### config.mk
export PLATFORM = sky130hd
export DESIGN_NAME = vector_load_assembler
export DESIGN_NICKNAME = d
export VERILOG_FILES = /design/src/rtl/vector_load_assembler.sv
export SDC_FILE = /design/constraint.sdc
export NUM_CORES = 1
export LEC_CHECK = 0
export CORE_MARGIN = 5
export CORE_UTILIZATION = 30
export DETAILED_ROUTE_END_ITERATION = 7
export GPL_ROUTABILITY_DRIVEN = 0
export SYNTH_ARGS = -nofsm -noshare
export SYNTH_HDL_FRONTEND = slang
export SYNTH_SLANG_ARGS = --single-unit
### constraint.sdc
create_clock -name clk -period 5.37 [get_ports clk]
set_clock_uncertainty 0.2 [all_clocks]
set_input_delay 1.074 -clock clk [delete_from_list [all_inputs] [get_ports clk]]
set_output_delay 1.074 -clock clk [all_outputs]
set_load 0.02 [all_outputs]
### src/rtl/vector_load_assembler.sv
// Fetches BEATS consecutive MEM_W words from data memory and writes them as one DATA_W vector into the register file.
// Optional macro VLOAD_TIMEOUT_EN aborts a load when a beat waits TIMEOUT cycles for mem_valid; err stays 0 when it is undefined.
module vector_load_assembler #(
   parameter int DATA_W = 192,
   parameter int MEM_W  = 32,
   parameter int ADDR_W = 32,
   parameter int REG_AW = 4
`ifdef VLOAD_TIMEOUT_EN
   , parameter int TIMEOUT = 64
`endif
) (
   input  logic              clk,
   input  logic              rst,
   input  logic              start,
   input  logic [ADDR_W-1:0] base_addr,
   input  logic [REG_AW-1:0] dest_reg,
   output logic [ADDR_W-1:0] mem_addr,
   output logic              mem_rd_en,
   input  logic [MEM_W-1:0]  mem_rdata,
   input  logic              mem_valid,
   output logic [REG_AW-1:0] wb_rd,
   output logic [DATA_W-1:0] wb_data,
   output logic              wb_en,
   output logic              busy,
   output logic              done,
   output logic              err
);

   localparam int BEATS = DATA_W / MEM_W;
   localparam int BW    = $clog2(BEATS);

   typedef enum logic [1:0] {S_IDLE, S_FETCH, S_WB} state_t;

   state_t            state_q, state_d;
   logic [BW-1:0]     beat_q, beat_d;
   logic [ADDR_W-1:0] base_q, base_d;
   logic [REG_AW-1:0] dest_q, dest_d;
   logic [DATA_W-1:0] buf_q, buf_d;

`ifdef VLOAD_TIMEOUT_EN
   localparam int WW = $clog2(TIMEOUT + 1);
   logic [WW-1:0] wait_q, wait_d;
   logic          err_q, err_d;
`endif

   always_ff @(posedge clk) begin
      if (rst) begin
         state_q <= S_IDLE;
         beat_q  <= '0;
         base_q  <= '0;
         dest_q  <= '0;
         buf_q   <= '0;
`ifdef VLOAD_TIMEOUT_EN
         wait_q  <= '0;
         err_q   <= 1'b0;
`endif
      end else begin
         state_q <= state_d;
         beat_q  <= beat_d;
         base_q  <= base_d;
         dest_q  <= dest_d;
         buf_q   <= buf_d;
`ifdef VLOAD_TIMEOUT_EN
         wait_q  <= wait_d;
         err_q   <= err_d;
`endif
      end
   end

   always_comb begin
      state_d = state_q;
      beat_d  = beat_q;
      base_d  = base_q;
      dest_d  = dest_q;
      buf_d   = buf_q;
`ifdef VLOAD_TIMEOUT_EN
      wait_d  = wait_q;
      err_d   = 1'b0;
`endif
      case (state_q)
         S_IDLE: begin
            if (start) begin
               base_d  = base_addr;
               dest_d  = dest_reg;
               beat_d  = '0;
               buf_d   = '0;
               state_d = S_FETCH;
`ifdef VLOAD_TIMEOUT_EN
               wait_d  = '0;
`endif
            end
         end
         S_FETCH: begin
            if (mem_valid) begin
               // Beat 0 lands in the least significant word of the vector.
               buf_d[int'(beat_q)*MEM_W +: MEM_W] = mem_rdata;
               if (beat_q == BW'(BEATS - 1)) begin
                  state_d = S_WB;
               end else begin
                  beat_d = beat_q + 1'b1;
               end
`ifdef VLOAD_TIMEOUT_EN
               wait_d = '0;
`endif
            end
`ifdef VLOAD_TIMEOUT_EN
            else if (wait_q == WW'(TIMEOUT - 1)) begin
               state_d = S_IDLE;
               err_d   = 1'b1;
            end else begin
               wait_d = wait_q + 1'b1;
            end
`endif
         end
         S_WB: begin
            state_d = S_IDLE;
         end
         default: begin
            state_d = S_IDLE;
         end
      endcase
   end

   // Address wraps modulo 2^ADDR_W through plain truncating addition.
   assign mem_addr  = base_q + ADDR_W'({beat_q, 2'b00});
   assign mem_rd_en = (state_q == S_FETCH);
   assign wb_en     = (state_q == S_WB);
   assign done      = (state_q == S_WB);
   assign busy      = (state_q != S_IDLE);
   assign wb_data   = buf_q;
   assign wb_rd     = dest_q;

`ifdef VLOAD_TIMEOUT_EN
   assign err = err_q;
`else
   assign err = 1'b0;
`endif

endmodule

==> After elaboration in Yosys (flattened, before gate mapping) <==
Cells that the tools add are included.
{ "totals": {"regBits": 233, "inputBits": 72, "out_inout_bits": 233, "word_cells": 36} }
{ "classes": {"n_addsub": 3, "n_eq_ne": 7, "shift": 2, "mux": 12, "reduce_logical": 7} }
{ "ops": {"columns": ["op", "n"], "rows": [
  ["192-bit 2-to-1 mux", 2],
  ["192-bit one-hot mux with 2 select lines", 1],
  ["192-bit bitwise mux", 1],
  ["32-bit by 33-bit variable shift with 192-bit output, first input constant", 1],
  ["32-bit by 33-bit variable part select with 192-bit output", 1],
  ["8-bit negator with 33-bit output", 1],
  ["32-bit by 5-bit adder with 32-bit output", 1],
  ["3-bit 2-to-1 mux", 3],
  ["2-bit 2-to-1 mux", 3],
  ["3-bit one-hot mux with 2 select lines", 1],
  ["3-bit AND reduction", 2],
  ["2-bit by 1-bit inequality test with 1-bit output, second input constant", 2],
  ["2-bit inequality test, second input constant", 2],
  ["2-bit one-hot mux with 2 select lines", 1],
  ["4-bit AND reduction", 1],
  ["2-bit nonzero test", 2],
  ["3-bit by 1-bit adder with 3-bit output, second input constant", 1],
  ["3-bit equality test, second input constant", 1],
  ["2-bit by 1-bit equality test with 1-bit output, second input constant", 1],
  ["2-bit equality test, second input constant", 1],
  ["2-bit logical NOT", 1],
  ["2-bit AND reduction", 1]
]} }

==> Depth between registers and ports, before layout <==
{ "logic_depth": {"ltp_word": 5, "mapped_depth": 10, "mapped_depth_nobuf": 7} }

==> Worst setup path after synthesis <==
OpenSTA, ideal clock, no wires.
{ "synth_timing": {"kind": "register -> output", "startpoint": "register beat_q[1]", "endpoint": "output port mem_addr[18]", "t_arrival_ns": 2.156, "t_required_ns": 4.096, "slack_ns": 1.940, "path_stages_with_launch": 7, "path_buffers": 0, "path_cell_list": "dfxtp_1 > inv_1 > fa_1 > nor2b_1 > o2111ai_2 > nor3_1 > xor2_1"} }
{ "synth_via": {"elab_chain_cells": 1} }
{ "synth_rtl": {"columns": ["item", "line", "text"], "rows": [
  ["from (decl)", "35", "logic [BW-1:0] beat_q, beat_d;"],
  ["from (signal assigned)", "59", "beat_q <= beat_d;"],
  ["32-bit by 5-bit adder with 32-bit output", "125", "assign mem_addr = base_q + ADDR_W'({beat_q, 2'b00});"],
  ["to (decl)", "17", "output logic [ADDR_W-1:0] mem_addr,"]
]} }
No other way between the ends.

==> Worst setup path in the final report <==
{ "layout_timing": {"startpoint": "register beat_q[0]", "endpoint": "output port mem_addr[24]"} }
Same word-level chain as after synthesis.

==> out/results.tsv <==
metric	value	unit
run status	finished clean	
Synth area leaders	dfxtp_1, a21oi_1, nand2_1, a22o_1, o21ai_0	
vias in the first global route	8278	
H-tree depth	1	
First DRT Iteration DRCs	445	
number of synthesized register bits	233	
max-cap violations	0	
initial antenna violation count	0	
startpoint types	register	
Max stage delay cell, worst path	dfxtp_1	
post-synthesis async set-or-reset flop share	0	
PnR Total Power	3.89	mW
Yosys cell types	55	
CP max stage delay	0.63	ns
worst vdd ir	227	uV
Yosys warnings	0	
via count	8416	
PortBufs	303	
Internal	2.93	mW
Post-Syn Area	9150	um2
Synth area leader	dfxtp_1	
multi-input logic area	4050	um2
Worst-Margin Slew	1.18	ns
Residual DRC	0	
setup bufs post-CTS	0	
final setup vio count	0	
flop2flop setup slack	1.95	ns
slew margin rel.	0.210	
Synth Flop Type	dfxtp_1	
Hold-fix buffers, CTS	0	
fin crit share	0.917	
Worst R2R Path Depth	8	
Post-synth EDFFs	0	
Cells after Synth	1025	
GRT Total Usage	0.181	
CP Data Required Time	4.10	ns
Sw Share	0.247	
fin nets	1369	
dpl hpwl	21.7	mm
end of the worst register-to-register path	wb_data[110]	
final WL	32.4	mm
Setup crit end	mem_addr[24]	
Ant. Diodes	0	
Clk pwr share	0.447	
Synth top area share	0.510	
Area growth syn-to-layout	44.8	%
io pins	305	
Worst Path Buf+Inv	2	
hold slack	0.256	ns
Clock Sinks	233	
Pwr Density	294	nW/um2
Fmax	203	MHz
largest net degree at the start of global routing	98	
synth cell count leaders	dfxtp_1, nand2_1, a21oi_1, o21ai_0, a22o_1	
Avg Inst Size Synth	8.93	um2
CTS tree	built	
RSZ-0062 raised after global routing	false	
Hold WC Path Type	register to register	
FF/Latch Area	4660	um2
Routed WL per cell	19.1	um
filler instances	3006	
CTS buffer count	26	
setup TNS	0	ns
Crit. End Element	output port	
Worst Path Max Fanout	14	
Reg power frac	0.457	
Die W	185	um
WP depth	8	
worst-path cell chain	ha_1 > inv_1 > fa_1 > nor2b_1 > o2111ai_2 > nor4_1 > xnor2_1 > clkdlybuf4s50_1	
Final min period	4.93	ns
maximum clock insertion buffer count	3	
Cell Count, Final, Fillers Out	1699	
Critical R2R Launch	beat_q[0]	
max-slew violation count	0	
Die Area	34100	um2
clock transition at the registers of the reported paths	0.07	ns
Starting Density	0.302	
sequential fraction of the synthesis area	0.510	
drt pass-1 iters	4	
first-pass GRT wire length	49.5	mm
fraction of layout cells with a size suffix above 1	0.0637	
drt via density	4.95	
CP delay by family, top	adder cells	
syn_nets	1108	
core footprint	30300	um2
final hold vios	0	
sw power	960	uW
critical path type	register to output port	
DRT antenna net count	0	
num rows	64	
clk_lat worst skew	0.53	ns
Die Ht	185	um
Worst setup startpoint	beat_q[0]	
Comb power frac	0.096	
Lkg Pwr	4.59	nW
Root Driver	clkbuf_16	
most common cell in the netlist	dfxtp_1	
global route total overflow	0	
post-CTS resize count	0	
placed cells	1654	
critical path arrival	3.65	ns
-- per-layer routing --
metal / up-vias / GRT usage / routed length (um)
met5: - / 0 / 0
met4: 0 / 0.0467 / 805
met3: 52 / 0.0470 / 2540
met2: 263 / 0.289 / 14500
met1: 4000 / 0.246 / 14600
li1: 4101 / - / -
-- worst reg2reg max path, cell delays in order (launching register included) --
cell	delay, ns
dfxtp_1	0.63
inv_1	0.20
ha_1	0.27
ha_1	0.39
o311ai_1	0.18
a211oi_4	0.75
buf_4	0.49
nand3_1	0.14
o21ai_1	0.09
-- per-stage QoR --
| stage | worst slack (ns) | area, um2 | utilization |
|---|---|---|---|
| 3_5_place_dp | 1.02 | 12400 | 0.409 |
| 4_1_cts | 0.432 | 13300 | 0.437 |
| 5_1_grt | 0.0975 | 13300 | 0.437 |
| 6_report | 0.445 | 13300 | 0.437 |
| 2_1_floorplan | 1.94 | 9150 | - |
| 3_3_place_gp | 1.09 | 12400 | 0.409 |
-- sequential cells by signal (all words and copies together) (netlist names) --
signal   cells
beat_q       3
wb_rd        4
wb_data    192
state_q      2
base_q      32
-- layout by cell type, fill, tap and decap left out, types with 3 or more instances in the layout --
cell and n:
nand2_1 167, ha_1 10, buf_4 16, nor3_1 12, clkbuf_16 27, clkdlybuf4s50_1 302, nor2b_1 3, nand3_1 33
nor2_1 8, clkbuf_1 4, inv_1 14, clkbuf_8 6, o21ai_1 42, o21a_1 4, a21oi_1 133, a22o_1 69
and2_1 3, nand4_1 19, xnor2_1 16, clkinv_2 6, dfxtp_1 233, o21ai_0 82, xor2_1 14, nor3_2 7
and4_1 3, nand2b_1 29
-- cells by family after synthesis --
group,count (synthesis),share of synthesized area
AOI/OAI and AO/OA,341,0.221
xor gates and xnor gates,30,0.0287
adders and majority gates,11,0.0159
buffers and inverters,100,0.0525
DFF,233,0.510
muxes,2,0.00355
other,1,0.000410
and+or+nand+nor,307,0.168
-- area by class of cell --
type | instances | area share
Sequential cell | 233 | 0.352
Clock buffer | 37 | 0.0583
Clock inverter | 8 | 0.00510
Tap cell | 396 | 0.0374
Multi-Input combinational cell | 692 | 0.305
Inverter | 14 | 0.00396
Timing Repair Buffer | 319 | 0.238
-- how the worst min path moves through the flow --
stage	endpoint	slack (ns)	cells past startpoint	from
2_1_floorplan	base_q[24]	0.24	2	base_q[24]
3_5_place_dp	wb_rd[3]	0.25	2	wb_rd[3]
6_report	wb_rd[3]	0.26	2	wb_rd[3]
3_3_place_gp	wb_rd[0]	0.24	2	wb_rd[0]
5_1_grt	wb_data[116]	0.28	2	wb_data[116]
4_1_cts	wb_rd[3]	0.26	2	wb_rd[3]
-- power groups by stage --
stage | registers [mW] | clock network (mW) | logic (mW)
finish | 1.78 | 1.74 | 0.372
global placement | 1.81 | 0 | 0.377
floorplan | 1.82 | 0 | 0.185
CTS | 1.78 | 1.79 | 0.378
detailed placement | 1.82 | 0 | 0.377
global route | 1.78 | 1.87 | 0.403
Power figures use the tool's default switching activity.
==> variant 1: new RTL, same settings <==
Make the reset (`rst`) asynchronous in one clocked block.
--- a/src/rtl/vector_load_assembler.sv
+++ b/src/rtl/vector_load_assembler.sv
@@ -45,3 +45,3 @@
 
-   always_ff @(posedge clk) begin
+   always_ff @(posedge clk or posedge rst) begin
       if (rst) begin
Function: differs if rst is asserted again (counterexample within 4 cycles, from zero or initial values and one cycle with rst high); with rst held inactive, the same outputs for 4 cycles.
==> variant 1 against the unedited design <==
- routed wire length shrank 0.61%
- worst setup slack better by 0.067 ns
- register-to-register slack improved by 0.21 ns
- final area up 5.4%
- highest routed layer unchanged
- area after synthesis is 5.9% higher
- sequential cell count is the same
Power is not compared: it rests on default switching activity, and its combinational part moved more than twofold at a synthesized area within 25%.
==> variant 1: results (changes against the unedited design) <==
- Finished Layout Cells: 1554 (-8.5%)
- Pin count of the biggest net entering global routing: 95 (-3.1%)
- Min-delay src: wb_data[59]
- Placed cell count: 1506 (-8.9%)
- Worst slack at placement: 1.10 ns (+0.0785 ns)
- Clock Latency Late Sink: 0.54 ns
- First-pass GRT wire length: 49200 um (-0.74%)
- Post-CTS resize count: 0 (unchanged)
- Final Cycle Share: 90.5% (-1.3 points)
- Yosys cell types: 46 (-16%)
- Post-synthesis compound-gate area fraction: 16.6% (-5.5 points)
- Worst Reg-to-Reg Cells: 7 (-1)
- Avg WL per Cell: 20.7 um (+8.7%)
- Detailed Place HPWL: 22300 um (+2.8%)
- Synth top cells by count: dfrtp_1 (233), nand2_1 (175), a22o_1 (111)
- Mapped Nets: 929 (-16%)
- Syn avg cell area: 11.5 um^2 (+28%)
- Crit-path max FO: 12 (-2)
- Initial antenna violation count: 0 (unchanged)
- Worst hold endpoint: wb_data[59]
- CP max stage cell: clkdlybuf4s50_1
- CTS Buf Count: 27 (+3.8%)
- Share of cells above drive strength 1: 8.94% (+2.6 points)
- Overall Global Routing Usage: 17.2% (-0.93 points)
- M3 GR Usage: 5.03% (+0.33 points)
- Via-to-Cell Ratio: 4.96 (about the same)
- Met1 Track Usage GR: 23.0% (-1.6 points)
- Top post-synthesis cells by area: dfrtp_1 (60%), a22o_1 (10%), nand2_1 (6.8%)
- Status: finished, final reports clean
- Post-CTS setup buffers: 0 (unchanged)
- Mux cell area share after synthesis: 3.76% (+3.4 points)
- Vias in the first global route: 7906 (-4.5%)
- Crit-path leading delay family: buffers and inverters
- CP arrival: 3.58 ns (-0.07 ns)
- Worst Tran Pin Value: 1.24 ns (+0.0554 ns)
- Worst reg2reg path endpoint: wb_data[60]
- Worst setup startpoint: beat_q[0]
- Worst reg2reg setup slack: 2.16 ns (+0.21 ns)
- Initial DRC count: 378 (-15%)
- Seq/Total Area, Yosys: 60.2% (+9.2 points)
- Fraction of registers with async set/reset: 100% (+100 points)
- Met2 usage: 28.1% (-0.82 points)
- DR pass1 iterations: 5 (+1)
- Final hold slack: 0.279 ns (+0.0238 ns)
- Post-synthesis adder-cell area fraction: 1.50% (-0.088 points)
- Xor/xnor cell area share of the yosys netlist: 2.53% (-0.34 points)
-- variant 1: kinds of logic (layout without fill, tap and decap cells) --
| logic type | count (synthesis) | count (layout) |
|---|---|---|
| AO/OA/AOI/OAI | 221 | 221 |
| XOR/XNOR | 28 | 28 |
| adder cells (fa/ha/maj) | 11 | 11 |
| buffers and inverters | 78 | 384 |
| flip-flops | 233 | 233 |
| multiplexers | 32 | 32 |
| other | 1 | 1 |
| AND/OR/NAND/NOR | 242 | 242 |
-- variant 1: final cells by class --
type	count	area (um^2)
inverter	17	67.6
tap	402	503
clock inverter	8	130
fill	2969	17700
timing repair buffer	319	3170
sequential	233	5830
clock buffer	40	764
multi-input combinational	535	3510
-- variant 1: where the power goes --
group	switching, mW	internal, mW	total [mW]
Clock	0.734	1.13	1.86
Combinational	1.77	1.40	3.17
Sequential	0.385	2.19	2.58
-- variant 1: per-layer routing --
layer  vias to the layer above  part of all wire [%]
met2                       290                    46
li1                       3561                     -
met1                      3812                    44
met5                         -                     0
met4                         0                   1.8
met3                        38                   8.4
==> variant 2: new RTL, same flow settings <==
Without the edit above. The parameter `DATA_W` goes from 192 to 384.
--- a/src/rtl/vector_load_assembler.sv
+++ b/src/rtl/vector_load_assembler.sv
@@ -3,3 +3,3 @@
 module vector_load_assembler #(
-   parameter int DATA_W = 192,
+   parameter int DATA_W = 384,
    parameter int MEM_W  = 32,
Ports: changed (resized wb_data); port bits go from 305 to 497. The function was not compared with the original's and may differ.
==> variant 2 against the unedited design <==
- area after synthesis rose by 59%
- count of clock-buffer cells in the layout rose by 28
- register-to-register slack got worse by 0.28 ns
- routed wire length rose by 82%
- critical endpoint is now mem_addr[16]
- critical path type unchanged
- via count rose by 45%
- power rose by 80%
- sequential cell count rose by 193
- worst setup slack improved by 0.037 ns
- largest cell class unchanged
- utilization rose by 0.99 points
- sequential power rose by 81%
- final area rose by 62%
==> variant 2: results (changes against the unedited design) <==
- Initial antenna violation count: 0 (unchanged)
- Crit-path max FO: 11 (-3)
- Via-to-Cell Ratio: 5.14 (+3.8%)
- Overall Global Routing Usage: 20.9% (+2.8 points)
- Worst slack at placement: 1.08 ns (+0.0594 ns)
- Yosys warns: 0 (unchanged)
- Vias in the first global route: 12255 (+48%)
- Seq/Total Area, Yosys: 58.5% (+7.5 points)
- Fill count: 4516 (+50%)
- Routed wire length: 58900 um (+82%)
- Root buffer cell: clkbuf_16
- Clock Latency Late Sink: 0.57 ns (+0.04 ns)
- Worst hold path class: register to register
- DR pass1 iterations: 5 (+1)
- Status: finished, final reports clean
- Placed cell areas: 19900 um^2 (+60%)
- Clock transition at path regs: 0.06 ns
- VDD IR max: 0.220 mV (-2.9%)
- Hold Crit Depth: 2 (unchanged)
- Worst Tran Pin Value: 1.17 ns (-0.0129 ns)
- CP arrival: 3.61 ns (-0.04 ns)
- Share of cells above drive strength 1: 9.27% (+2.9 points)
- CTS Buf Count: 46 (+77%)
- Mapped Nets: 1365 (+23%)
- H-tree depth: 2 (+1)
- Met2 WL: 28500 um (+97%)
- Worst Reg-to-Reg Cells: 7 (-1)
- Top sig layer: met4
- Post-CTS resize count: 0 (unchanged)
- Clock Path Buffers: 3 (unchanged)
- Yosys cell types: 53 (-3.6%)
- Met3 WL: 4190 um (+65%)
- Initial DRC count: 720 (+62%)
- M1 WL: 24900 um (+71%)
- N_diodes: 0 (unchanged)
- Max FFs per register: 384 (+100%)
- Pin count of the biggest net entering global routing: 40 (-59%)
- Synth top cells by count: dfxtp_1 (426), a22o_1 (307), nand2_1 (101)
- Top post-synthesis cells by area: dfxtp_1 (59%), a22o_1 (18%), a22o_2 (2.7%)
- First-pass GRT wire length: 84600 um (+71%)
- I/O Buffers: 495 (+63%)
- Nets@finish: 1801 (+32%)
- Fraction of registers with async set/reset: 0% (unchanged)
- Detailed Place HPWL: 40700 um (+87%)
- Post-CTS setup buffers: 0 (unchanged)
- Switching part of the total: 24.8% (+0.16 points)
- Pleak: 8.04 nW (+75%)
-- variant 2: cell count changes in the layout (fill, tap and decap cells not counted), sizes merged, moves of 11 or more --
cell / change
clkdlybuf4s50: +192
o21ai: -100
o2bb2ai: +19
nor3: -11
a21oi: -91
nand4: -11
dfxtp: +193
nor2: +21
nand2: -66
a22o: +277
clkbuf: +28
-- variant 2: critical path, stage by stage (launching register included) --
cell	delay [ns]
dfxtp_1	0.57
ha_1	0.26
inv_1	0.06
fa_1	0.39
nand2b_1	0.16
a21oi_1	0.12
buf_4	0.19
and3_1	0.26
and4_1	0.23
xor2_1	0.17
clkdlybuf4s50_1	0.63
-- variant 2: through the flow --
stage / total power, mW / std cells
after floorplan: 3.55 / 1285
after global placement: 3.81 / 2288
after detailed placement: 3.82 / 2288
after CTS: 7.08 / 2373
after global routing: 7.24 / 2373
final: 7.00 / 2373
-- variant 2: logic make-up (layout without fill, tap and decap cells) --
| group | Yosys count | count (layout) | synth area share [%] |
|---|---|---|---|
| compound gates | 448 | 448 | 25.6 |
| mux | 1 | 1 | 0.0687 |
| simple gates | 238 | 238 | 8.49 |
| other cells | 1 | 1 | 0.0257 |
| xor+xnor | 31 | 31 | 1.86 |
| fa+ha+maj | 8 | 8 | 0.738 |
| buf+inv | 132 | 605 | 4.72 |
| flops | 426 | 426 | 58.5 |
-- variant 2: routing by layer --
layer	GRT usage [%]	up-vias
met5	0	-
met4	5.42	0
met3	5.03	83
met2	36.1	465
met1	26.3	6030
li1	-	5618
-- variant 2: power by group through the flow --
stage	sequential [mW]	combinational (mW)	clock [mW]
floorplan	3.29	0.264	0
global placement	3.29	0.524	0
detailed placement	3.29	0.528	0
CTS	3.22	0.530	3.33
global route	3.22	0.561	3.46
finish	3.22	0.524	3.25
-- variant 2: path summary, 6_finish.rpt --
kind | startpoint | slack, ns | endpoint
setup / recovery | beat_q[0] | 0.48 | mem_addr[16]
hold / removal | wb_rd[1] | 0.26 | wb_rd[1]
setup reg to reg | beat_q[0] | 1.67 | wb_data[0]
hold reg to reg | wb_rd[1] | 0.26 | wb_rd[1]
-- variant 2: layout make-up --
cell class                      instances  area (um^2)  area share, %
Inverter                                8         30.0          0.140
Tap cell                              615          769           3.59
Sequential cell                       426         8530           39.8
Clock buffer                           65         1350           6.32
Timing Repair Buffer                  512         5080           23.7
Clock inverter                         20          206          0.964
Multi-Input combinational cell        727         5450           25.4
